## src/rtl/bsg_manycore_link_retime_array.sv

```systemverilog
// bsg_manycore_link_retime_array: per-channel chains of 2-entry elastic buffers for subarray boundary links
// Ports: clk_i/reset_n_i (async active-low); v_i/data_i/ready_and_o upstream;
// v_o/data_o/ready_and_i downstream; reset_n_o delayed reset; occupancy_o words held per channel.
module bsg_manycore_link_retime_array #(
    parameter int width_p  = 32,
    parameter int num_ch_p = 1,
    parameter int stages_p = 1,
    localparam int occ_width_lp = (2*stages_p+1) > 1 ? $clog2(2*stages_p+1) : 1
) (
    input  logic                                   clk_i,
    input  logic                                   reset_n_i,
    input  logic [num_ch_p-1:0]                    v_i,
    input  logic [num_ch_p-1:0][width_p-1:0]       data_i,
    output logic [num_ch_p-1:0]                    ready_and_o,
    output logic [num_ch_p-1:0]                    v_o,
    output logic [num_ch_p-1:0][width_p-1:0]       data_o,
    input  logic [num_ch_p-1:0]                    ready_and_i,
    output logic                                   reset_n_o,
    output logic [num_ch_p-1:0][occ_width_lp-1:0]  occupancy_o
);
    if (stages_p == 0) begin : g_pass
        assign v_o         = v_i;
        assign data_o      = data_i;
        assign ready_and_o = ready_and_i;
        assign occupancy_o = '0;
        assign reset_n_o   = reset_n_i;
    end else begin : g_pipe
        logic [stages_p-1:0] rst_r;
        // ones shift in after release; assertion clears the whole chain at once
        always_ff @(posedge clk_i or negedge reset_n_i)
            if (!reset_n_i) rst_r <= '0;
            else            rst_r <= (rst_r << 1) | stages_p'(1);
        assign reset_n_o = rst_r[stages_p-1];
        for (genvar c = 0; c < num_ch_p; c++) begin : g_ch
            logic                    v   [stages_p+1];
            logic                    rdy [stages_p+1];
            logic [width_p-1:0]      d   [stages_p+1];
            logic [1:0]              cnt [stages_p];
            logic [occ_width_lp-1:0] occ;
            assign v[0]            = v_i[c];
            assign d[0]            = data_i[c];
            assign rdy[stages_p]   = ready_and_i[c];
            assign v_o[c]          = v[stages_p];
            assign data_o[c]       = d[stages_p];
            assign ready_and_o[c]  = rdy[0];
            for (genvar s = 0; s < stages_p; s++) begin : g_st
                logic [1:0]         count_r, count_n;
                logic               ready_r, enq, deq;
                logic [width_p-1:0] head_r, tail_r;
                assign enq     = v[s] & ready_r;
                assign deq     = (count_r != 2'd0) & rdy[s+1];
                assign count_n = count_r + {1'b0, enq} - {1'b0, deq};
                // ready is a flop so it stays low through reset and never depends on downstream ready
                always_ff @(posedge clk_i or negedge reset_n_i)
                    if (!reset_n_i) begin
                        count_r <= '0;
                        ready_r <= 1'b0;
                    end else begin
                        count_r <= count_n;
                        ready_r <= count_n != 2'd2;
                    end
                always_ff @(posedge clk_i) begin
                    if (enq && (count_r == 2'd0 || (count_r == 2'd1 && deq))) head_r <= d[s];
                    else if (deq && count_r == 2'd2)                         head_r <= tail_r;
                    if (enq && count_r == 2'd1 && !deq)                      tail_r <= d[s];
                end
                assign rdy[s]   = ready_r;
                assign v[s+1]   = count_r != 2'd0;
                assign d[s+1]   = head_r;
                assign cnt[s]   = count_r;
            end
            always_comb begin
                occ = '0;
                for (int s = 0; s < stages_p; s++) occ = occ + occ_width_lp'(cnt[s]);
            end
            assign occupancy_o[c] = occ;
        end
    end
endmodule

```

## config.mk

```make
export PLATFORM = sky130hd
export DESIGN_NAME = bsg_manycore_link_retime_array
export DESIGN_NICKNAME = d
export VERILOG_FILES = /design/src/rtl/bsg_manycore_link_retime_array.sv
export SDC_FILE = /design/constraint.sdc
export NUM_CORES = 1
export LEC_CHECK = 0
export ABC_AREA = 1
export CAP_MARGIN = 25
export CORE_ASPECT_RATIO = 1.5
export CORE_MARGIN = 2
export CORE_UTILIZATION = 50
export CTS_CLUSTER_DIAMETER = 120
export CTS_CLUSTER_SIZE = 40
export DETAILED_ROUTE_END_ITERATION = 7
export PLACE_DENSITY = 0.85
export RECOVER_POWER = 50
export SLEW_MARGIN = 20
export SYNTH_ARGS = -nofsm -noshare
export SYNTH_HDL_FRONTEND = slang
export SYNTH_SLANG_ARGS = --single-unit
export TNS_END_PERCENT = 30
```

## constraint.sdc

```tcl
create_clock -name clk_i -period 7.88 [get_ports clk_i]
set_clock_uncertainty 0.15 [all_clocks]
set_input_delay 1.576 -clock clk_i [delete_from_list [all_inputs] [get_ports clk_i]]
set_output_delay 1.576 -clock clk_i [all_outputs]
set_load 0.02 [all_outputs]
```

==> reports/results.ini, run 1 <==
[clock_tree]
clock-root-buffer=clkbuf_8
cts.clk_slew.worst_paths_ns=0.07
hold_buffers=0
cts_setup_buffers=0
worstSkewPairLatency_ns=0.33
htree_levels=3
cts_tree=built
post_cts_resize_count=0
cts_sinks=68
numCtsBuffers=9
ctsLongestPathBuffers=2

[placed_design]
globalplace.congestion=0.743
port_buffers=72
hpwl_um=3500

[pwr]
powerDensity_nw_per_um2=325
p_sw_share_pct=33.7
pwr-share-comb_pct=32.9
p_leak_nw=1.39
p_clk_share_pct=20.9
ir_worst_vdd_uv=219
seqPwrFrac_pct=46.2
p_sw_mw=0.388
p_int_mw=0.763

[logic_synthesis]
yosysTopAreaCellShare_pct=73.0
synth_compound_area_share_pct=0.285
synth_top_family_by_area=simple AND/OR/NAND/NOR gates
syn_inst=199
seq_area_frac_synth_pct=76.8
synth-seq-cells=68
synthSimpleGateAreaFrac_pct=18.4
synthAdderAreaFrac_pct=0.475
synth_top_cells_by_area=edfxtp_1 (73%), nand2_1 (10%), nand3_1 (6.5%)
avgSynthCellArea_um2=13.2
synth_xor_area_share_pct=0.333
syn-cell-area_um2=2630
synth_mux_area_share_pct=0
synth_nets=236
yosysUniqueCellTypes=17
ys.warnings.count=0
synth_area_leader_cell=edfxtp_1

[critical_path]
cp.arrival_ns=4.89
r2r_cells=5
crit_path_start_kind=input port
crit_fanout=33
worstSetupPathType=in -> reg
r2r_slack_ns=4.25
critical_path_required_ns=7.72
cp-end-kind=register

[flow_run]
drv_cap=2

[finish]
multi_input_area_um2=518
seq_area_um2=2020
layout.nets=312
synthToLayoutAreaGrowth_pct=34.8
antennaDiodeCount=0
fillers=407
drive_above_1_share_pct=6.43

[drt]
firstDrtPassIters=4
route.vias.total=1736
wire_per_inst_um=14.4
routed_wl_um=5000
ant_nets=0
drcViolationCount=0
drt_first_iter_violations=59
via_per_inst=4.99

[sta]
clock.fmax_mhz=198
post-route-period-util_pct=64.1
tightest_slew_ns=2.01
maxSlewViolCount=67
fin_setup_tns_ns=0
relSlewSlack_pct=-34.4
hold_slack_ns=0.362
post-route-min-period_ns=5.05
setup_viol=0
final-hold-violation-count=0
rsz0062_at_grt=false

[worst_hold_path]
hp-class=reg -> reg
holdPathStages=2

[floorplan]
initial_core_util_pct=51.4
dieWidth_um=63.2
core-area_um2=5120
rows=32
die-area_um2=5870
die_height_um=92.9
io_pins=73

[global_route]
antenna_found_initial=0
grt_pass1_vias=1753
grt_max_degree=35
grt_first_pass_wirelength_um=8340
track_usage_pct=19.5
grt-ovfl-total=0

[status]
status=finished, violations left
violations=capacitance limit, slew limit

[layout by cell type, fill, tap and decap left out]
cell type	n
buf_4	1
clkbuf_1	2
clkbuf_8	10
clkinv_2	4
clkinvlp_4	1
conb_1	1
dfrtp_1	4
dlygate4sd3_1	72
edfxtp_1	64
ha_1	1
inv_1	6
nand2_1	73
nand2_4	1
nand3_1	34
nor2_1	3
nor3_1	1
o31ai_4	1
xnor2_1	1
[per-layer routing]
| metal | track usage, % | vias up | routed length [µm] |
|---|---|---|---|
| li1 | - | 841 | - |
| met1 | 19.1 | 807 | 1730 |
| met2 | 35.6 | 77 | 2820 |
| met3 | 4.98 | 11 | 309 |
| met4 | 12.5 | 0 | 139 |
| met5 | 0 | - | 0 |
[cells in the mapped netlist]
master	n
o31ai_1	1
buf_4	3
nand3_1	34
nor2_1	2
buf_2	3
nand2_2	2
buf_6	3
nor3_1	1
nand2_1	71
edfxtp_1	64
nand2_4	1
nor2_4	1
ha_1	1
inv_1	6
dfrtp_1	4
xnor2_1	1
conb_1	1
[worst paths after layout]
| path | from | to |
|---|---|---|
| worst max-delay path | v_i | data_o[8] |
| worst min-delay path | g_pipe.g_ch[0].g_st[0].tail_r[9] | data_o[9] |
| worst max register to register | ready_and_o | data_o[8] |
| worst min register to register | g_pipe.g_ch[0].g_st[0].tail_r[9] | data_o[9] |
| max in group asynchronous | reset_n_i | g_pipe.g_ch[0].cnt[0] |
| min in group asynchronous | reset_n_i | reset_n_o |
[power groups by stage]
stage | clock network (mW) | registers (mW) | logic (mW)
finish | 0.241 | 0.532 | 0.379
global route | 0.261 | 0.542 | 0.417
CTS | 0.245 | 0.538 | 0.413
detailed placement | 0 | 0.545 | 0.411
global placement | 0 | 0.542 | 0.399
floorplan | 0 | 0.628 | 0.156
[logic make-up after synthesis]
group,after synthesis
AND/OR/NAND/NOR,112
XOR/XNOR,1
flip-flops,68
buffers and inverters,15
adder cells (fa/ha/maj),1
other,1
AO/OA/AOI/OAI,1
[worst max-delay path: stages]
cell           delay, ns
dlygate4sd3_1       0.53
nand2_1             0.12
nor2_1              1.50
nand2_4             0.59
o31ai_4             0.18
buf_4               0.38
[state kept, by name (all words and copies together) (netlist names)]
| signal | count |
|---|---|
| g_pipe.g_ch.cnt | 2 |
| data_o | 32 |
| reset_n_o | 1 |
| g_pipe.g_ch.g_st.tail_r | 32 |
| ready_and_o | 1 |
[stage by stage]
step / cell area [µm²] / util [%] / setup WS [ns] / cells / power [mW]
floorplan: 2630 / - / 3.11 / 199 / 0.784
global placement: 3400 / 66.4 / 3.77 / 332 / 0.941
detailed placement: 3400 / 66.4 / 3.73 / 332 / 0.955
CTS: 3570 / 69.7 / 4.09 / 348 / 1.20
global route: 3550 / 69.2 / 2.45 / 348 / 1.22
finish: 3550 / 69.2 / 2.83 / 348 / 1.15
[final cells by class]
| cell class | instances | share of cell area, % |
|---|---|---|
| Clock buffer | 11 | 3.98 |
| Clock inverter | 5 | 0.776 |
| Inverter | 6 | 0.635 |
| Multi-Input combinational cell | 116 | 14.6 |
| Sequential cell | 68 | 57.0 |
| Tap cell | 68 | 2.40 |
| Timing Repair Buffer | 74 | 20.6 |
Note: power is estimated with default switching activity, not from simulation.
==> inputs of run 2 (changes only) <==
--- a/config.mk
+++ b/config.mk
@@ -9,11 +9,11 @@
 export CAP_MARGIN = 25
 export CORE_ASPECT_RATIO = 1.5
 export CORE_MARGIN = 2
-export CORE_UTILIZATION = 50
+export CORE_UTILIZATION = 43
 export CTS_CLUSTER_DIAMETER = 120
 export CTS_CLUSTER_SIZE = 40
 export DETAILED_ROUTE_END_ITERATION = 7
-export PLACE_DENSITY = 0.85
+export PLACE_DENSITY = 0.78
 export RECOVER_POWER = 50
 export SLEW_MARGIN = 20
 export SYNTH_ARGS = -nofsm -noshare
==> constraint.sdc (replaced) <==
create_clock -name clk_i -period 4.3 [get_ports clk_i]
set_clock_uncertainty 0.15 [all_clocks]
set_input_delay 0.86 -clock clk_i [delete_from_list [all_inputs] [get_ports clk_i]]
set_output_delay 0.86 -clock clk_i [all_outputs]
set_load 0.02 [all_outputs]
==> reports/results.ini, run 2 (synthesis results as in run 1) <==
[status]
status=completed

[drt]
drcViolationCount=0
drt_first_iter_violations=150
route.vias.total=1724
wire_per_inst_um=14.0
ant_nets=0
firstDrtPassIters=5
routed_wl_um=4950
via_per_inst=4.87

[global_route]
antenna_found_initial=0
grt_max_degree=35
grt_pass1_vias=1720
grt_first_pass_wirelength_um=7910
grt-ovfl-total=0
track_usage_pct=16.4

[floorplan]
die-area_um2=6780
initial_core_util_pct=44.8
dieWidth_um=67.9
io_pins=73
core-area_um2=5870
die_height_um=99.8
rows=34

[finish]
synthToLayoutAreaGrowth_pct=36.9
layout.nets=314
antennaDiodeCount=0
final_common_cell=nand2_1
finish.utilization_pct=61.4
final_cell_area_um2=3600
layout_common_cells=nand2_1 (72), dlygate4sd3_1 (68), edfxtp_1 (64)
drive_above_1_share_pct=7.09
instances_no_fill=354

[clock_tree]
htree_levels=3
ctsLongestPathBuffers=2
clock-root-buffer=clkbuf_8
cts.clk_slew.worst_paths_ns=0.07
cts_setup_buffers=0
numCtsBuffers=9
post_cts_resize_count=0
cts_tree=built
hold_buffers=0
worstSkewPairLatency_ns=0.34
cts_sinks=68

[placed_design]
hpwl_um=3390
place_area_um2=3430
pre_cts_ws_ns=1.08
dp.cells=338
globalplace.congestion=0.737
port_buffers=72

[sta]
tightest_slew_ns=1.09
fin_setup_tns_ns=0
maxSlewViolCount=0
clock.fmax_mhz=292
setup_viol=0
final-hold-violation-count=0
hold_slack_ns=0.363
post-route-min-period_ns=3.43
worst_slack_ns=0.875
relSlewSlack_pct=27.3
rsz0062_at_grt=false
post-route-period-util_pct=79.7

[critical_path]
cp-end-kind=register
crit_fanout=34
critical_path_required_ns=4.15
slowest_delay_ns=0.73
r2r_slack_ns=1.53
worstPathCellList=dlygate4sd3_1, inv_1, nand2_2, buf_4, nand2_1, o31ai_4, buf_4
worstSetupPathType=in -> reg
r2r_start=g_pipe.g_ch[0].cnt[1]
cpMaxStageDelayCell=nand2_1
r2r_cells=5
reg2reg_to=data_o[0]
cp.arrival_ns=3.27
crit_buf_inv=4
crit_path_start_kind=input port
cp_common_cell=buf_4
critPathTopFamily=buffers and inverters

[pwr]
power_mw=2.17
p_leak_nw=1.41
powerDensity_nw_per_um2=603
ir_worst_vdd_uv=519

[worst_hold_path]
holdPathStages=2
hp-class=reg -> reg
hold_start=g_pipe.g_ch[0].g_st[0].tail_r[26]
holdPathEnd=data_o[26]

[flow_run]
drv_cap=0

-- run 2: changes by cell type in the layout (fill, tap and decap cells not counted), sizes merged --
cell / change
clkinvlp: -1
dlygate4sd3: -4
clkdlybuf4s50: +4
buf: +3
bufinv: +1
clkbuf: +2
clkinv: -3
-- run 2: layout make-up --
class,instances,area (µm²)
repair buffers,76,763
well taps,72,90.1
multi-input cells,116,528
clock inverters,2,35.0
clock buffers,14,143
inverters,6,22.5
fillers,465,2270
flip-flops and latches,68,2020
-- run 2: worst register-to-register path: stages (launching register included) --
cell	delay, ns
dfrtp_1	0.47
nor2_4	0.13
buf_4	0.31
nand2_1	0.74
o31ai_4	0.22
buf_4	0.41
-- run 2: how the worst max path moves through the flow --
stage          cells after the start         from                                to
3_5_place_dp                       7          v_i                         data_o[2]
5_1_grt                            7  ready_and_i                        data_o[14]
6_report                           7  ready_and_i                         data_o[0]
2_1_floorplan                      4  ready_and_i  g_pipe.g_ch[0].g_st[0].tail_r[0]
3_3_place_gp                       7          v_i                        data_o[19]
4_1_cts                            7          v_i                         data_o[0]
-- run 2: metal layers --
layer  part of all wire, %  track usage [%]  vias up
met5                     0                0        -
li1                      -                -      843
met4                   3.6             11.1        0
met2                    53             26.8       56
met1                    39             18.5      813
met3                   4.2             4.04       12
-- run 2: power breakdown --
group | switching [mW] | leakage, nW | internal [mW]
logic | 0.443 | 0.681 | 0.266
registers | 0.0519 | 0.637 | 0.927
clock network | 0.215 | 0.0887 | 0.268
==> inputs of run 3 (changes only) <==
--- a/config.mk
+++ b/config.mk
@@ -9,11 +9,11 @@
 export CAP_MARGIN = 25
 export CORE_ASPECT_RATIO = 1.5
 export CORE_MARGIN = 2
-export CORE_UTILIZATION = 43
+export CORE_UTILIZATION = 47
 export CTS_CLUSTER_DIAMETER = 120
 export CTS_CLUSTER_SIZE = 40
 export DETAILED_ROUTE_END_ITERATION = 7
-export PLACE_DENSITY = 0.78
+export PLACE_DENSITY = 0.81
 export RECOVER_POWER = 50
 export SLEW_MARGIN = 20
 export SYNTH_ARGS = -nofsm -noshare
==> constraint.sdc (replaced) <==
create_clock -name clk_i -period 3.3 [get_ports clk_i]
set_clock_uncertainty 0.15 [all_clocks]
set_input_delay 0.66 -clock clk_i [delete_from_list [all_inputs] [get_ports clk_i]]
set_output_delay 0.66 -clock clk_i [all_outputs]
set_load 0.02 [all_outputs]
==> reports/results.ini, run 3 (synthesis results as in run 1) <==
[status]
status=completed

[floorplan]
initial_core_util_pct=48.3
die_height_um=95.7
dieWidth_um=65.1
die-area_um2=6230
io_pins=73
core-area_um2=5450
rows=33

[worst_hold_path]
hp-class=reg -> reg
hold_start=g_pipe.g_ch[0].g_st[0].tail_r[5]

[sta]
clock.fmax_mhz=360
post-route-period-util_pct=84.2
relSlewSlack_pct=8.14
fin_setup_tns_ns=0
worst_slack_ns=0.520
post-route-min-period_ns=2.78
hold_slack_ns=0.359
maxSlewViolCount=0
rsz0062_at_grt=false
setup_viol=0
final-hold-violation-count=0
tightest_slew_ns=1.38

[clock_tree]
cts_setup_buffers=0
post_cts_resize_count=0
cts_sinks=68
cts_tree=built
ctsLongestPathBuffers=2
hold_buffers=0
worstSkewPairLatency_ns=0.33
cts.clk_slew.worst_paths_ns=0.06
htree_levels=3
clock-root-buffer=clkbuf_8
numCtsBuffers=9

[finish]
seq_area_um2=2020
final_common_cell=nand2_1
multi_input_area_um2=528
synthToLayoutAreaGrowth_pct=37.0
fillers=425
layout_common_cells=nand2_1 (71), edfxtp_1 (64), clkdlybuf4s50_1 (38)
drive_above_1_share_pct=7.77
layout.nets=317
antennaDiodeCount=0

[placed_design]
globalplace.congestion=0.715
port_buffers=72
pre_cts_ws_ns=0.383
hpwl_um=3450

[critical_path]
r2r_start=g_pipe.g_ch[0].cnt[1]
cp-end-kind=register
cp.arrival_ns=2.66
worstSetupPathType=in -> reg
crit_start=ready_and_i
crit_fanout=16
crit_path_start_kind=input port
critical_path_required_ns=3.18

[global_route]
grt_pass1_vias=1676
grt_max_degree=34
track_usage_pct=17.6
grt-ovfl-total=0
antenna_found_initial=0
grt_first_pass_wirelength_um=7880

[drt]
firstDrtPassIters=4
routed_wl_um=5070
ant_nets=0
drt_first_iter_violations=98
via_per_inst=4.81
route.vias.total=1699
wire_per_inst_um=14.4
drcViolationCount=0

[pwr]
powerDensity_nw_per_um2=800
ir_worst_vdd_uv=556
p_leak_nw=1.41
p_sw_share_pct=32.5
p_int_mw=1.95
p_sw_mw=0.938
p_clk_share_pct=21.1
pwr-share-comb_pct=34.4
seqPwrFrac_pct=44.4

[flow_run]
drv_cap=0

-- run 3: cell count changes in the layout (fill, tap and decap cells not counted), sizes merged --
cell,before,now
clkbuf,14,11
clkdlybuf4s50,4,38
clkinv,1,3
dlygate4sd3,68,34
buf,4,6
-- run 3: metal layers --
layer,up-vias,GRT usage [%],wire (µm),share of wire (%)
met3,8,5.67,181,3.6
met5,-,0,0,0
met4,0,8.51,114,2.2
li1,854,-,-,-
met2,41,29.6,2790,55
met1,796,20.4,1980,39
-- run 3: worst paths after layout --
path | endpoint | slack, ns | cells after the start
min reg2reg | data_o[5] | 0.36 | 2
min | data_o[5] | 0.36 | 2
min in group asynchronous | ready_and_o | 0.44 | 1
max | data_o[31] | 0.52 | 5
max in group asynchronous | g_pipe.g_ch[0].cnt[1] | 2.40 | 1
max reg2reg | data_o[31] | 0.74 | 4
-- run 3: layout make-up --
type	instances	share of cell area (%)
clock inverters	4	1.18
inverters	6	0.624
repair buffers	79	21.5
clock buffers	10	3.54
well taps	70	2.43
multi-input cells	116	14.6
flip-flops and latches	68	56.1
-- run 3: stage by stage --
step	cells	total power, mW	instance area [µm²]	utilization [%]
floorplan	199	1.87	2640	-
global placement	338	2.28	3440	63.1
detailed placement	338	2.31	3440	63.1
CTS	352	2.92	3610	66.2
global route	353	3.04	3610	66.2
finish	353	2.89	3610	66.2
-- run 3: worst max-delay path: stages --
cell and delay [ns]:
clkdlybuf4s50_1 0.48, inv_1 0.07, o31ai_1 0.95, buf_8 0.26, buf_4 0.23
-- run 3: power by group through the flow --
stage	registers, mW	logic [mW]	clock network, mW
floorplan	1.50	0.374	0
global placement	1.30	0.978	0
detailed placement	1.31	1.00	0
CTS	1.29	1.00	0.623
global route	1.30	1.08	0.659
finish	1.28	0.994	0.609
